<file path="config.mk">
export PLATFORM = sky130hd
export DESIGN_NAME = uart_ex
export DESIGN_NICKNAME = d
export VERILOG_FILES = /design/src/rtl/uart_pkg.sv /design/src/rtl/uart_baud_gen.sv /design/src/rtl/uart_ex.sv
export SDC_FILE = /design/constraint.sdc
export NUM_CORES = 1
export LEC_CHECK = 0
export CORE_ASPECT_RATIO = 1.1
export CORE_MARGIN = 5
export CORE_UTILIZATION = 25
export DETAILED_ROUTE_END_ITERATION = 8
export GPL_ROUTABILITY_DRIVEN = 1
export PLACE_DENSITY = 0.42
export SETUP_SLACK_MARGIN = 0.1
export SYNTH_ARGS = -nofsm -noshare
export SYNTH_HDL_FRONTEND = slang
export SYNTH_SLANG_ARGS = --single-unit
</file>
<file path="constraint.sdc">
create_clock -name clk -period 3.4 [get_ports clk]
set_clock_uncertainty 0.2 [all_clocks]
set_input_delay 0.34 -clock clk [delete_from_list [all_inputs] [get_ports clk]]
set_output_delay 0.34 -clock clk [all_outputs]
set_load 0.02 [all_outputs]
</file>
<file path="src/rtl/uart_pkg.sv">
// Shared definitions for uart_ex: parity modes, FSM state encodings and the
// parity helper used by the transmitter.
package uart_pkg;

    localparam int PARITY_NONE = 0;
    localparam int PARITY_ODD  = 1;
    localparam int PARITY_EVEN = 2;

    typedef enum logic [2:0] {
        RX_IDLE,
        RX_START,
        RX_DATA,
        RX_PARITY,
        RX_STOP,
        RX_WAIT_HIGH
    } rx_state_e;

    typedef enum logic {
        TX_IDLE,
        TX_SHIFT
    } tx_state_e;

    // Callers zero-extend narrower words, so the unused upper bits add no ones.
    function automatic logic parity_bit(input logic [8:0] data, input int mode);
        return (mode == PARITY_ODD) ? ~^data : ^data;
    endfunction

endpackage

</file>
<file path="src/rtl/uart_baud_gen.sv">
// Free-running divider producing a one-cycle os_tick every OS_CYCLES clocks;
// restart realigns the phase so the first tick lands OS_CYCLES clocks later.
module uart_baud_gen #(
    parameter int OS_CYCLES = 16
) (
    input  logic clk,
    input  logic reset_n,
    input  logic restart,
    output logic os_tick
);

    localparam int CW = (OS_CYCLES > 1) ? $clog2(OS_CYCLES) : 1;

    logic [CW-1:0] cnt_q, cnt_d;

    always_comb begin
        os_tick = (cnt_q == CW'(OS_CYCLES - 1)) && !restart;
        cnt_d   = (restart || os_tick) ? '0 : cnt_q + 1'b1;
    end

    always_ff @(posedge clk or negedge reset_n) begin
        if (!reset_n) cnt_q <= '0;
        else          cnt_q <= cnt_d;
    end

endmodule

</file>
<file path="src/rtl/uart_ex.sv">
// Full-duplex UART: TX holding register + frame shifter, RX 16x-oversampled
// receiver with majority vote and an output register carrying status flags.
module uart_ex
    import uart_pkg::*;
#(
    parameter int CLK_HZ    = 50000000,
    parameter int SCLK_HZ   = 115200,
    parameter int WIDTH     = 8,
    parameter int PARITY    = 0,
    parameter int STOP_BITS = 1
) (
    input  logic             clk,
    input  logic             reset_n,
    input  logic             rxd,
    output logic             txd,
    input  logic [WIDTH-1:0] tx_data,
    input  logic             tx_valid,
    output logic             tx_ready,
    output logic             tx_busy,
    output logic [WIDTH-1:0] rx_data,
    output logic             rx_valid,
    input  logic             rx_ready,
    output logic             rx_parity_err,
    output logic             rx_frame_err,
    output logic             rx_overrun
);

    localparam int BIT_CYCLES = CLK_HZ / SCLK_HZ;
    localparam int OS_CYCLES  = BIT_CYCLES / 16;
    localparam int HAS_PAR    = (PARITY != PARITY_NONE) ? 1 : 0;
    localparam int FRAME_BITS = 1 + WIDTH + HAS_PAR + STOP_BITS;
    localparam int BC_W       = $clog2(BIT_CYCLES);
    localparam int FB_W       = $clog2(FRAME_BITS);

    if (OS_CYCLES < 1) begin : g_err_os
        $error("uart_ex: CLK_HZ/SCLK_HZ must be at least 16");
    end
    if (WIDTH < 5 || WIDTH > 9) begin : g_err_width
        $error("uart_ex: WIDTH must be 5..9");
    end
    if (PARITY != PARITY_NONE && PARITY != PARITY_ODD && PARITY != PARITY_EVEN) begin : g_err_par
        $error("uart_ex: PARITY must be 0, 1 or 2");
    end
    if (STOP_BITS != 1 && STOP_BITS != 2) begin : g_err_stop
        $error("uart_ex: STOP_BITS must be 1 or 2");
    end

    // ---------------- transmitter ----------------
    tx_state_e             tx_state_q, tx_state_d;
    logic [WIDTH-1:0]      hold_q, hold_d;
    logic                  hold_full_q, hold_full_d;
    logic [FRAME_BITS-1:0] tx_shift_q, tx_shift_d, frame;
    logic [BC_W-1:0]       bit_cnt_q, bit_cnt_d;
    logic [FB_W-1:0]       bits_left_q, bits_left_d;
    logic                  txd_q, txd_d;
    logic                  tx_accept, tx_load;

    always_comb begin
        frame        = '1;
        frame[0]     = 1'b0;
        frame[WIDTH:1] = hold_q;
        if (HAS_PAR != 0) frame[WIDTH+1] = parity_bit(9'(hold_q), PARITY);
    end

    always_comb begin
        // NOTE: every signal written here gets a default first, so no latch is inferred.
        tx_state_d  = tx_state_q;
        hold_d      = hold_q;
        hold_full_d = hold_full_q;
        tx_shift_d  = tx_shift_q;
        bit_cnt_d   = bit_cnt_q;
        bits_left_d = bits_left_q;
        txd_d       = txd_q;
        tx_load     = 1'b0;
        tx_accept   = tx_valid && !hold_full_q;

        case (tx_state_q)
            TX_IDLE: tx_load = hold_full_q;
            TX_SHIFT: begin
                if (bit_cnt_q != '0) begin
                    bit_cnt_d = bit_cnt_q - 1'b1;
                end else if (bits_left_q != '0) begin
                    txd_d       = tx_shift_q[0];
                    tx_shift_d  = tx_shift_q >> 1;
                    bits_left_d = bits_left_q - 1'b1;
                    bit_cnt_d   = BC_W'(BIT_CYCLES - 1);
                end else if (hold_full_q) begin
                    tx_load = 1'b1;
                end else begin
                    tx_state_d = TX_IDLE;
                    txd_d      = 1'b1;
                end
            end
            default: tx_state_d = TX_IDLE;
        endcase

        // Reloading straight from the last stop bit leaves no idle gap.
        if (tx_load) begin
            tx_state_d  = TX_SHIFT;
            txd_d       = frame[0];
            tx_shift_d  = frame >> 1;
            bit_cnt_d   = BC_W'(BIT_CYCLES - 1);
            bits_left_d = FB_W'(FRAME_BITS - 1);
            hold_full_d = 1'b0;
        end
        if (tx_accept) begin
            hold_d      = tx_data;
            hold_full_d = 1'b1;
        end
    end

    assign txd      = txd_q;
    assign tx_ready = !hold_full_q;
    assign tx_busy  = (tx_state_q == TX_SHIFT) || hold_full_q;

    // ---------------- receiver ----------------
    logic [2:0]       sync_q, sync_d;
    logic             rxd_s, rx_fall;
    rx_state_e        rx_state_q, rx_state_d;
    logic [3:0]       tick_q, tick_d;
    logic [3:0]       rbit_q, rbit_d;
    logic [WIDTH-1:0] rshift_q, rshift_d;
    logic [1:0]       samp_q, samp_d;
    logic             rpar_err_q, rpar_err_d;
    logic             os_tick, restart, deliver, maj;

    logic [WIDTH-1:0] rx_data_q, rx_data_d;
    logic             rx_valid_q, rx_valid_d;
    logic             rx_par_q, rx_par_d;
    logic             rx_frm_q, rx_frm_d;
    logic             rx_ovr_q, rx_ovr_d;
    logic             rx_accept;

    // sync_q[1] is the synchronised line, sync_q[2] its previous value.
    assign sync_d  = {sync_q[1:0], rxd};
    assign rxd_s   = sync_q[1];
    assign rx_fall = sync_q[2] && !sync_q[1];
    assign maj     = (samp_q[0] & samp_q[1]) | (samp_q[0] & rxd_s) | (samp_q[1] & rxd_s);

    uart_baud_gen #(.OS_CYCLES(OS_CYCLES)) u_baud (
        .clk     (clk),
        .reset_n (reset_n),
        .restart (restart),
        .os_tick (os_tick)
    );

    always_comb begin
        rx_state_d = rx_state_q;
        tick_d     = tick_q;
        rbit_d     = rbit_q;
        rshift_d   = rshift_q;
        samp_d     = samp_q;
        rpar_err_d = rpar_err_q;
        restart    = 1'b0;
        deliver    = 1'b0;

        case (rx_state_q)
            RX_IDLE: begin
                if (rx_fall) begin
                    restart    = 1'b1;
                    tick_d     = '0;
                    rpar_err_d = 1'b0;
                    rx_state_d = RX_START;
                end
            end
            RX_WAIT_HIGH: begin
                if (rxd_s) rx_state_d = RX_IDLE;
            end
            default: begin
                if (os_tick) begin
                    tick_d = tick_q + 4'd1;
                    if (tick_q == 4'd7) samp_d[0] = rxd_s;
                    if (tick_q == 4'd8) samp_d[1] = rxd_s;
                    if (tick_q == 4'd9) begin
                        case (rx_state_q)
                            RX_START: begin
                                rx_state_d = maj ? RX_IDLE : RX_DATA;
                                rbit_d     = '0;
                            end
                            RX_DATA: begin
                                rshift_d = {maj, rshift_q[WIDTH-1:1]};
                                rbit_d   = rbit_q + 4'd1;
                                if (rbit_q == 4'(WIDTH - 1))
                                    rx_state_d = (HAS_PAR != 0) ? RX_PARITY : RX_STOP;
                            end
                            RX_PARITY: begin
                                rpar_err_d = (^rshift_q ^ maj) != (PARITY == PARITY_ODD);
                                rx_state_d = RX_STOP;
                            end
                            RX_STOP: begin
                                deliver    = 1'b1;
                                rx_state_d = maj ? RX_IDLE : RX_WAIT_HIGH;
                            end
                            default: rx_state_d = RX_IDLE;
                        endcase
                    end
                end
            end
        endcase
    end

    always_comb begin
        rx_data_d = rx_data_q;
        rx_valid_d = rx_valid_q;
        rx_par_d  = rx_par_q;
        rx_frm_d  = rx_frm_q;
        rx_ovr_d  = rx_ovr_q;
        rx_accept = rx_valid_q && rx_ready;

        if (deliver && (!rx_valid_q || rx_ready)) begin
            rx_data_d  = rshift_q;
            rx_par_d   = rpar_err_q;
            rx_frm_d   = !maj;
            rx_valid_d = 1'b1;
        end else if (rx_accept) begin
            rx_valid_d = 1'b0;
        end

        if (deliver && rx_valid_q && !rx_ready) rx_ovr_d = 1'b1;
        else if (rx_accept)                     rx_ovr_d = 1'b0;
    end

    assign rx_data       = rx_data_q;
    assign rx_valid      = rx_valid_q;
    assign rx_parity_err = rx_par_q;
    assign rx_frame_err  = rx_frm_q;
    assign rx_overrun    = rx_ovr_q;

    always_ff @(posedge clk or negedge reset_n) begin
        if (!reset_n) begin
            tx_state_q  <= TX_IDLE;
            hold_q      <= '0;
            hold_full_q <= 1'b0;
            tx_shift_q  <= '1;
            bit_cnt_q   <= '0;
            bits_left_q <= '0;
            txd_q       <= 1'b1;
            sync_q      <= '1;
            rx_state_q  <= RX_IDLE;
            tick_q      <= '0;
            rbit_q      <= '0;
            rshift_q    <= '0;
            samp_q      <= '1;
            rpar_err_q  <= 1'b0;
            rx_data_q   <= '0;
            rx_valid_q  <= 1'b0;
            rx_par_q    <= 1'b0;
            rx_frm_q    <= 1'b0;
            rx_ovr_q    <= 1'b0;
        end else begin
            // NOTE: non-blocking assignments here so every flop samples pre-edge values.
            tx_state_q  <= tx_state_d;
            hold_q      <= hold_d;
            hold_full_q <= hold_full_d;
            tx_shift_q  <= tx_shift_d;
            bit_cnt_q   <= bit_cnt_d;
            bits_left_q <= bits_left_d;
            txd_q       <= txd_d;
            sync_q      <= sync_d;
            rx_state_q  <= rx_state_d;
            tick_q      <= tick_d;
            rbit_q      <= rbit_d;
            rshift_q    <= rshift_d;
            samp_q      <= samp_d;
            rpar_err_q  <= rpar_err_d;
            rx_data_q   <= rx_data_d;
            rx_valid_q  <= rx_valid_d;
            rx_par_q    <= rx_par_d;
            rx_frm_q    <= rx_frm_d;
            rx_ovr_q    <= rx_ovr_d;
        end
    end

endmodule
</file>
# Yosys cells after proc, flatten, opt, wreduce, memory -nomap -nowiden
# Index checks and enable logic that the tools add are counted.
dict set report word_totals {
  inputBits 13
  out_inout_bits 15
  word_cells 148
  register_bits 76
}
dict set report op_classes {
  reduce_logical 43
  n_mux 55
  addsub 5
  eq_ne 15
  n_bitwise 9
}
# op n
set op_table {}
lappend op_table {{10-bit two-way mux} 4}
lappend op_table {{9-bit two-way mux} 4}
lappend op_table {{1-bit two-way mux} 27}
lappend op_table {{4-bit two-way mux} 6}
lappend op_table {{3-bit two-way mux} 6}
lappend op_table {{2-bit nonzero test} 9}
lappend op_table {{4-bit one-hot mux with 2 select lines} 2}
lappend op_table {{3-bit AND reduction} 5}
lappend op_table {{3-bit one-hot mux with 4 select lines} 1}
lappend op_table {{5-bit AND reduction} 2}
lappend op_table {{3-bit nonzero test} 3}
lappend op_table {{9-bit nonzero test} 1}
lappend op_table {{9-bit by 1-bit subtractor with 9-bit output, second input constant} 1}
lappend op_table {{4-bit by 1-bit adder with 4-bit output, second input constant} 2}
lappend op_table {{4-bit by 3-bit == test with 1-bit output, second input constant} 2}
lappend op_table {{4-bit == test, second input constant} 2}
lappend op_table {{4-bit AND reduction} 2}
lappend op_table {{8-bit parity} 1}
lappend op_table {{1-bit logical AND} 7}
lappend op_table {{3-bit by 2-bit == test with 1-bit output, second input constant} 2}
lappend op_table {{3-bit == test, second input constant} 2}
lappend op_table {{1-bit logical NOT} 6}
lappend op_table {{2-bit inequality test, second input constant} 3}
lappend op_table {{3-bit one-hot mux with 2 select lines} 1}
lappend op_table {{18 further kinds} 26}

# Depth between registers and ports, before layout
# Gate-level depths: netlist of the first run.
dict set report logic_depth {
  depth_word 11
  ltp_mapped 8
  mapped_depth_nobuf 7
}

# Cells and area by module
# A second synthesis of the first run with hierarchy kept.
dict set report hier_totals {
  hier_cells 355
  hier_area_um2 3791.1
}
# mod n_inst area_per_inst_um2 cells_per_inst seq_area_each_um2
set by_module_without_submodules {}
lappend by_module_without_submodules {uart_ex 1 3515.9 332 1796.7}
lappend by_module_without_submodules {uart_baud_gen 1 275.3 23 125.1}

# Worst setup path after synthesis of the first run
# Ideal clock, no wire load.
dict set report synth_timing {
  path_kind {register -> register}
  start {reg bit_cnt_q[4]}
  end {reg bits_left_q[0]}
  synth_period_minus_slack_ns 2.525
  slack_ns 0.875
  n_path_buf 2
  setup_ns 0.125
  path_stages_with_launch 7
  arrival_ns 2.200
  t_required_ns 3.075
  path_cell_list {dfrtp_1 > or4_1 > buf_6 > or3_4 > or3b_4 > buf_6 > mux2_4}
}
dict set report synth_between {
  elab_chain_len 5
  elab_cells_between_ends 8
  cone_classes {eq/ne: 1; mux: 3; reduce/logical: 4}
}
# item line_no
set synth_rtl {}
lappend synth_rtl {{start: declaration} uart_ex.sv:53} ;# logic [BC_W-1:0] bit_cnt_q, bit_cnt_d;
lappend synth_rtl {{start signal: assignment} uart_ex.sv:256} ;# bit_cnt_q <= bit_cnt_d;
lappend synth_rtl {{9-bit nonzero test *} uart_ex.sv:80} ;# if (bit_cnt_q != '0) begin
lappend synth_rtl {{1-bit two-way mux} uart_ex.sv:80}
lappend synth_rtl {{1-bit one-hot mux with 2 select lines} uart_ex.sv:77} ;# case (tx_state_q)
lappend synth_rtl {{2-bit inequality test (no line) or 2-bit nonzero test (tied branches)} -}
lappend synth_rtl {{3-bit AND reduction (no line)} -}
lappend synth_rtl {{end signal: assignment} uart_ex.sv:257} ;# bits_left_q <= bits_left_d;
lappend synth_rtl {{end: declaration} uart_ex.sv:54} ;# logic [FB_W-1:0] bits_left_q, bits_left_d;
# Every way passes the cells marked *; elsewhere a longest branch is shown, timed or not.
# A chain may end at the register's enable or synchronous reset.

# Worst setup path in the final report of the first run
dict set report layout_timing {
  start {reg bit_cnt_q[4]}
  end {reg tx_shift_q[0]}
}
dict set report layout_between {
  elab_chain_len 5
  elab_cells_between_ends 8
  cone_classes {eq/ne: 1; mux: 3; reduce/logical: 4}
}
# item line_no
set layout_rtl {}
lappend layout_rtl {{9-bit nonzero test *} uart_ex.sv:80}
lappend layout_rtl {{1-bit two-way mux} uart_ex.sv:80}
lappend layout_rtl {{1-bit one-hot mux with 2 select lines} uart_ex.sv:77}
lappend layout_rtl {{2-bit inequality test (no line) or 2-bit nonzero test (tied branches)} -}
lappend layout_rtl {{3-bit AND reduction (no line)} -}
lappend layout_rtl {{end signal: assignment} uart_ex.sv:255} ;# tx_shift_q <= tx_shift_d;
lappend layout_rtl {{end: declaration} uart_ex.sv:52} ;# logic [FRAME_BITS-1:0] tx_shift_q, tx_shift_d, frame;
# Marked as above.

==> results of run 1 <==
final cells by class:
class / instances / area (µm²)
Tap cell: 192 / 240
Multi-Input combinational cell: 200 / 1590
Clock buffer: 13 / 260
Sequential cell: 76 / 1920
Clock inverter: 3 / 21.3
Timing Repair Buffer: 28 / 275
Fill cell: 1516 / 10000
Inverter: 18 / 67.6
logic make-up (layout without fill, tap and decap cells):
group / count (synthesis) / count (layout) / synth area share
mux: 32 / 32 / 0.0991
flops: 76 / 76 / 0.527
simple gates: 81 / 81 / 0.134
buf+inv: 34 / 62 / 0.0391
xor+xnor: 14 / 14 / 0.0374
fa+ha+maj: 9 / 9 / 0.0302
compound gates: 64 / 64 / 0.133
critical path: stages, from the launching register on:
cell and delay [ns]:
dfrtp_1 0.41, or4_1 0.75, nor4_1 0.61, o21ai_1 0.33
o221a_2 0.32
registers in the layout, summed over array words and instances, names as in the netlist:
signal,count
tx_shift_q,10
hold_q,8
rx_valid,1
samp_q,2
rx_state_q,3
bits_left_q,4
rx_parity_err,1
u_baud.cnt_q,5
rpar_err_q,1
tx_state_q,1
rshift_q,8
txd,1
sync_q,3
rx_overrun,1
tick_q,4
rx_data,8
rbit_q,4
rx_frame_err,1
bit_cnt_q,9
hold_full_q,1
metal layers:
metal,GRT usage,up-vias
li1,-,1169
met1,0.114,1198
met2,0.147,31
met3,0.0301,9
met4,0.0283,0
met5,0,-
cells in the mapped netlist (7+ instances only):
| master | n | share of area |
|---|---|---|
| o21ai_0 | 13 | 0.018 |
| inv_1 | 18 | 0.019 |
| xnor2_1 | 8 | 0.019 |
| nand3_1 | 10 | 0.014 |
| o221a_1 | 7 | 0.022 |
| nand2_1 | 10 | 0.010 |
| a21o_1 | 11 | 0.023 |
| nor2_1 | 10 | 0.010 |
| dfrtp_1 | 60 | 0.41 |
| mux2_2 | 29 | 0.089 |
| clkbuf_1 | 14 | 0.014 |
| a21oi_1 | 7 | 0.0096 |
| dfstp_2 | 16 | 0.12 |
| ha_1 | 8 | 0.027 |
cells in the final DEF (no fill, tap or decap), types with 4 or more instances in the layout:
cell / count
a21o_1: 11
a21oi_1: 7
clkbuf_16: 9
clkdlybuf4s50_1: 26
dfrtp_1: 60
dfstp_2: 16
ha_1: 8
inv_1: 18
mux2_2: 29
nand2_1: 10
nand2b_1: 5
nand3_1: 10
nor2_1: 10
nor3_1: 5
nor4_1: 4
o21ai_0: 13
o221a_1: 7
xnor2_1: 8
xor2_1: 5
power breakdown:
group	leakage [nW]	internal, mW	total (mW)	switching, mW
logic	0.855	0.166	0.322	0.156
clock network	0.136	0.535	0.900	0.365
registers	0.937	1.01	1.12	0.114
path summary, 6_finish.rpt:
check / slack, ns / startpoint / to / cells past startpoint
setup / recovery: 0.70 / bit_cnt_q[4] / tx_shift_q[0] / 4
max in group asynchronous: 2.40 / reset_n / hold_q[4] / 1
setup reg to reg: 0.70 / bit_cnt_q[4] / tx_shift_q[0] / 4
min in group clk: 0.16 / sync_q[0] / sync_q[1] / 0
hold / removal: -0.06 / reset_n / tick_q[1] / 1
hold reg to reg: 0.16 / sync_q[0] / sync_q[1] / 0
metrics by stage:
| step | power (mW) | area, µm² | std cells | util | setup WS (ns) |
|---|---|---|---|---|---|
| 3_3_place_gp | 1.45 | 4090 | 514 | 0.284 | 0.734 |
| 6_report | 2.34 | 4370 | 530 | 0.304 | 0.704 |
| 5_1_grt | 2.48 | 4370 | 530 | 0.304 | 0.531 |
| 4_1_cts | 2.38 | 4370 | 530 | 0.304 | 0.720 |
| 2_1_floorplan | 1.36 | 3650 | 310 | - | 0.875 |
| 3_5_place_dp | 1.46 | 4090 | 514 | 0.284 | 0.742 |
==> results_dict.tcl, run 1 <==
set metrics [dict create \
    largest_net_degree_at_the_start_of_global_routing 77 \
    clock_sinks 76 \
    hold_class "input pin to asynchronous set/reset pin" \
    synth_sequential_area_ratio 0.527 \
    finalHoldViolations 30 \
    hold-worst-slack_ns -0.0558 \
    syn_area_mm2 0.00365 \
    syn-instance-count 310 \
    ioPinCount 28 \
    number_of_antenna_violations_at_the_first_check_in_global_routing 0 \
    totalWireLength_um 7410 \
    core-area_mm2 0.0144 \
    worst-endpoint-required_ns 3.46 \
    core.rowCount 46 \
    remaining_antenna_violation_count 0 \
    number_of_global_route_vias_before_repair 2489 \
    vias 2407 \
    dr.pass1.iters 4 \
    period_needed_ns 2.70 \
    cts-htree-levels 3 \
    detailroute.wirelength.met2_um 3550 \
    crit_path_start_kind "register" \
    async_reset_ff_frac 1.00 \
    die-width_um 125 \
    antenna-diode-count 0 \
    die_area_mm2 0.0171 \
    clk_transition_reported_paths_ns 0.06 \
    dr.max_layer_used "met4" \
    violation_count_after_the_first_detailed_route_iteration 123 \
    syn_to_final_growth_pct 19.8 \
    die_y_um 137 \
    cts_hold_repair.buffers 0 \
    relSlewSlack 0.346 \
    syn_nets 331 \
    synth-edff-count 0 \
    fmax_mhz 371 \
    drc_errors 0 \
    power.leakage_nw 1.93 \
    cell_at_the_root_of_the_clock_tree "clkbuf_16" \
    finalSetupTns_ns 0 \
    grt_remaining_overflow 0 \
    vias_per_cell 4.54 \
    wl_met3_um 241 \
    drv_slew 0 \
    insertion_delay_ns 0.33 \
    tightestPinTransition_ns 0.982 \
    layout_cell_share_with_drive_strength_beyond_1 0.219 \
    min_period_over_period 0.793 \
    arrival_ns 2.76 \
    crit_fanout 10 \
    vdd_drop_max_uv 310 \
    ff_latch_count_synth 76 \
    clock_tree.buffer_depth 2 \
    grt.total_usage 0.0900 \
    violations "hold timing" \
    start_util 0.254 \
    synthesis.yosys.warnings 0 \
    grt_first_pass_wirelength_um 12600 \
    setup_viol 0 \
    cts_repair_resize_count 0 \
    post_synth_num_cell_types 60 \
    grt_setup_unrepaired "false" \
    yosys_most_used_dff "dfrtp_1" \
    globalplace.congestion 0.739 \
    post-cts-setup-buffers 0 \
    worst_setup_path_end_kind "register" \
    power_density_mw_per_mm2 536 \
    route.detailed.wl_per_inst_um 14.0 \
    finalNetCount 354 \
    max_cap_violations 0 \
    place_hpwl_um 5050 \
    number_of_buffer_cells_added_on_primary_ports 27 \
    timing_worst_setup_path_type "register to register" \
    numCtsBuffers 9 \
    m1WireLength_um 3510 \
    synth_area_per_cell_um2 11.8 \
    cts_tree "yes" \
    status "finished with violations" \
]
No activity file was read; power rests on OpenSTA's default activity.
==> run 2, diff against run 1 <==
- clock period: 3.4 -> 2.5 ns (I/O delays scaled with it)
==> results_dict.tcl, run 2 (synthesized netlist as in run 1, its figures left out) <==
set metrics [dict create \
    core-area_mm2 0.0144 \
    remaining_antenna_violation_count 0 \
    period_needed_ns 2.37 \
    power.leakage_nw 2.08 \
    insertion_delay_ns 0.34 \
    hold_path_depth 1 \
    syn_to_final_growth_pct 27.3 \
    grt_setup_unrepaired "true" \
    min_period_over_period 0.949 \
    largest_net_degree_at_the_start_of_global_routing 45 \
    cts_tree "yes" \
    vias_per_cell 4.47 \
    crit_fanout 6 \
    crit_path_start_kind "register" \
    layout_top_registers "tx_shift_q: 10 flops, bit_cnt_q: 9 flops" \
    finalSetupTns_ns 0 \
    antenna-diode-count 0 \
    grt_remaining_overflow 0 \
    totalWireLength_um 7730 \
    dr.pass1.iters 4 \
    largest_reg_flops 10 \
    multiInputGateArea_mm2 0.00162 \
    finalHoldViolations 0 \
    rr_startpoint "bit_cnt_q[5]" \
    max_cap_violations 0 \
    layout.cell_area.non_filler_mm2 0.00465 \
    drc_errors 0 \
    hold_class "input pin to register" \
    cell_at_the_root_of_the_clock_tree "clkbuf_16" \
    numCtsBuffers 9 \
    arrival_ns 2.40 \
    number_of_buffer_cells_added_on_primary_ports 27 \
    worst-endpoint-required_ns 2.52 \
    filler_cell_count 1502 \
    vdd_drop_max_uv 362 \
    worst_setup_path_end_kind "register" \
    ioPinCount 28 \
    number_of_antenna_violations_at_the_first_check_in_global_routing 0 \
    grt_first_pass_wirelength_um 13300 \
    die-width_um 125 \
    number_of_global_route_vias_before_repair 2571 \
    violation_count_after_the_first_detailed_route_iteration 79 \
    relSlewSlack 0.611 \
    die_area_mm2 0.0171 \
    place_hpwl_um 5480 \
    setup_viol 0 \
    min-delay-start "rxd" \
    start_util 0.254 \
    finalNetCount 380 \
    rr_worst_depth 4 \
    clock_tree.buffer_depth 2 \
    status "complete, no violations" \
    timing_worst_setup_path_type "register to register" \
    globalplace.congestion 0.728 \
    tightestPinTransition_ns 0.584 \
    largest-register "tx_shift_q" \
    route.detailed.wl_per_inst_um 13.9 \
    clock_sinks 76 \
    hold-worst-slack_ns 0.131 \
    clk_transition_reported_paths_ns 0.06 \
    placed_area_mm2 0.00429 \
    layout.cells.most_common_list "dfrtp_1, mux2_2, clkdlybuf4s50_1, buf_4" \
    cts-htree-levels 3 \
    power_density_mw_per_mm2 711 \
    layout_cell_share_with_drive_strength_beyond_1 0.291 \
    core.rowCount 46 \
    seqCellArea_mm2 0.00192 \
    vias 2488 \
    die_y_um 137 \
    critical_path_start "bit_cnt_q[5]" \
    grt.total_usage 0.0981 \
    most_common_cell_after_layout_fill_and_taps_aside "dfrtp_1" \
    fmax_mhz 422 \
    drv_slew 0 \
]
[run 2: cell count changes in the layout (fill, tap and decap cells not counted), moves of 2 or more]
cell	change
buf_12	+2
buf_4	+22
inv_2	+2
inv_1	-2
or3b_4	+2
[run 2: worst paths after layout]
kind,slack (ns),end
min reg2reg,0.15,sync_q[1]
min in group asynchronous,0.26,tick_q[3]
max in group asynchronous,1.19,tx_shift_q[9]
max reg2reg,0.13,bits_left_q[0]
min,0.13,sync_q[0]
max,0.13,bits_left_q[0]
[run 2: what timing repair did]
| action | 4_1_cts | 5_1_grt |
|---|---|---|
| hold endpoints to repair | 28 | 0 |
| hold buffers | 1 | 0 |
| setup buffers | 0 | 2 |
| cloned | 1 | 0 |
| resized for setup | 1 | 6 |
| pin swaps | 1 | 5 |
| endpoints found under the setup margin | 9 | 19 |
[run 2: worst max-delay path: stages, from the launching register on]
cell	delay (ns)
dfrtp_1	0.40
or4_4	0.54
or3_4	0.40
or3b_4	0.46
mux2_4	0.27
[run 2: report_power, final]
group | leakage (nW) | total, mW | internal [mW] | switching, mW
combinational | 0.991 | 0.474 | 0.241 | 0.233
clock | 0.149 | 1.33 | 0.824 | 0.505
sequential | 0.937 | 1.50 | 1.37 | 0.132
[run 2: routing by layer]
| layer | wire length [µm] | global-route usage | up-vias | share of wire |
|---|---|---|---|---|
| met2 | 3790 | 0.163 | 27 | 0.49 |
| met4 | 89 | 0.0277 | 0 | 0.012 |
| met3 | 303 | 0.0390 | 9 | 0.039 |
| met1 | 3550 | 0.118 | 1220 | 0.46 |
| li1 | - | - | 1232 | - |
| met5 | 0 | 0 | - | 0 |
[run 2: metrics by stage]
| step | worst slack (ns) | utilization | total power [mW] | cells |
|---|---|---|---|---|
| after floorplan | 0.0236 | - | 1.85 | 310 |
| after global placement | 0.0640 | 0.298 | 2.00 | 536 |
| after detailed placement | 0.0444 | 0.298 | 2.00 | 536 |
| after CTS | 0.0823 | 0.320 | 3.38 | 554 |
| after global routing | 0.0862 | 0.323 | 3.51 | 556 |
| final | 0.128 | 0.323 | 3.31 | 556 |
[run 2: layout make-up]
type,instances,share of cell area
clock buffers,12,0.0552
clock inverters,4,0.0102
inverters,18,0.0145
multi-input cells,201,0.349
flip-flops and latches,76,0.414
well taps,192,0.0517
repair buffers,53,0.106
==> run 3, diff against run 2 <==
- HOLD_SLACK_MARGIN: unset -> 0.08
==> results of run 3 <==
The final DEF is identical to that of run 2; final timing and power are the same.
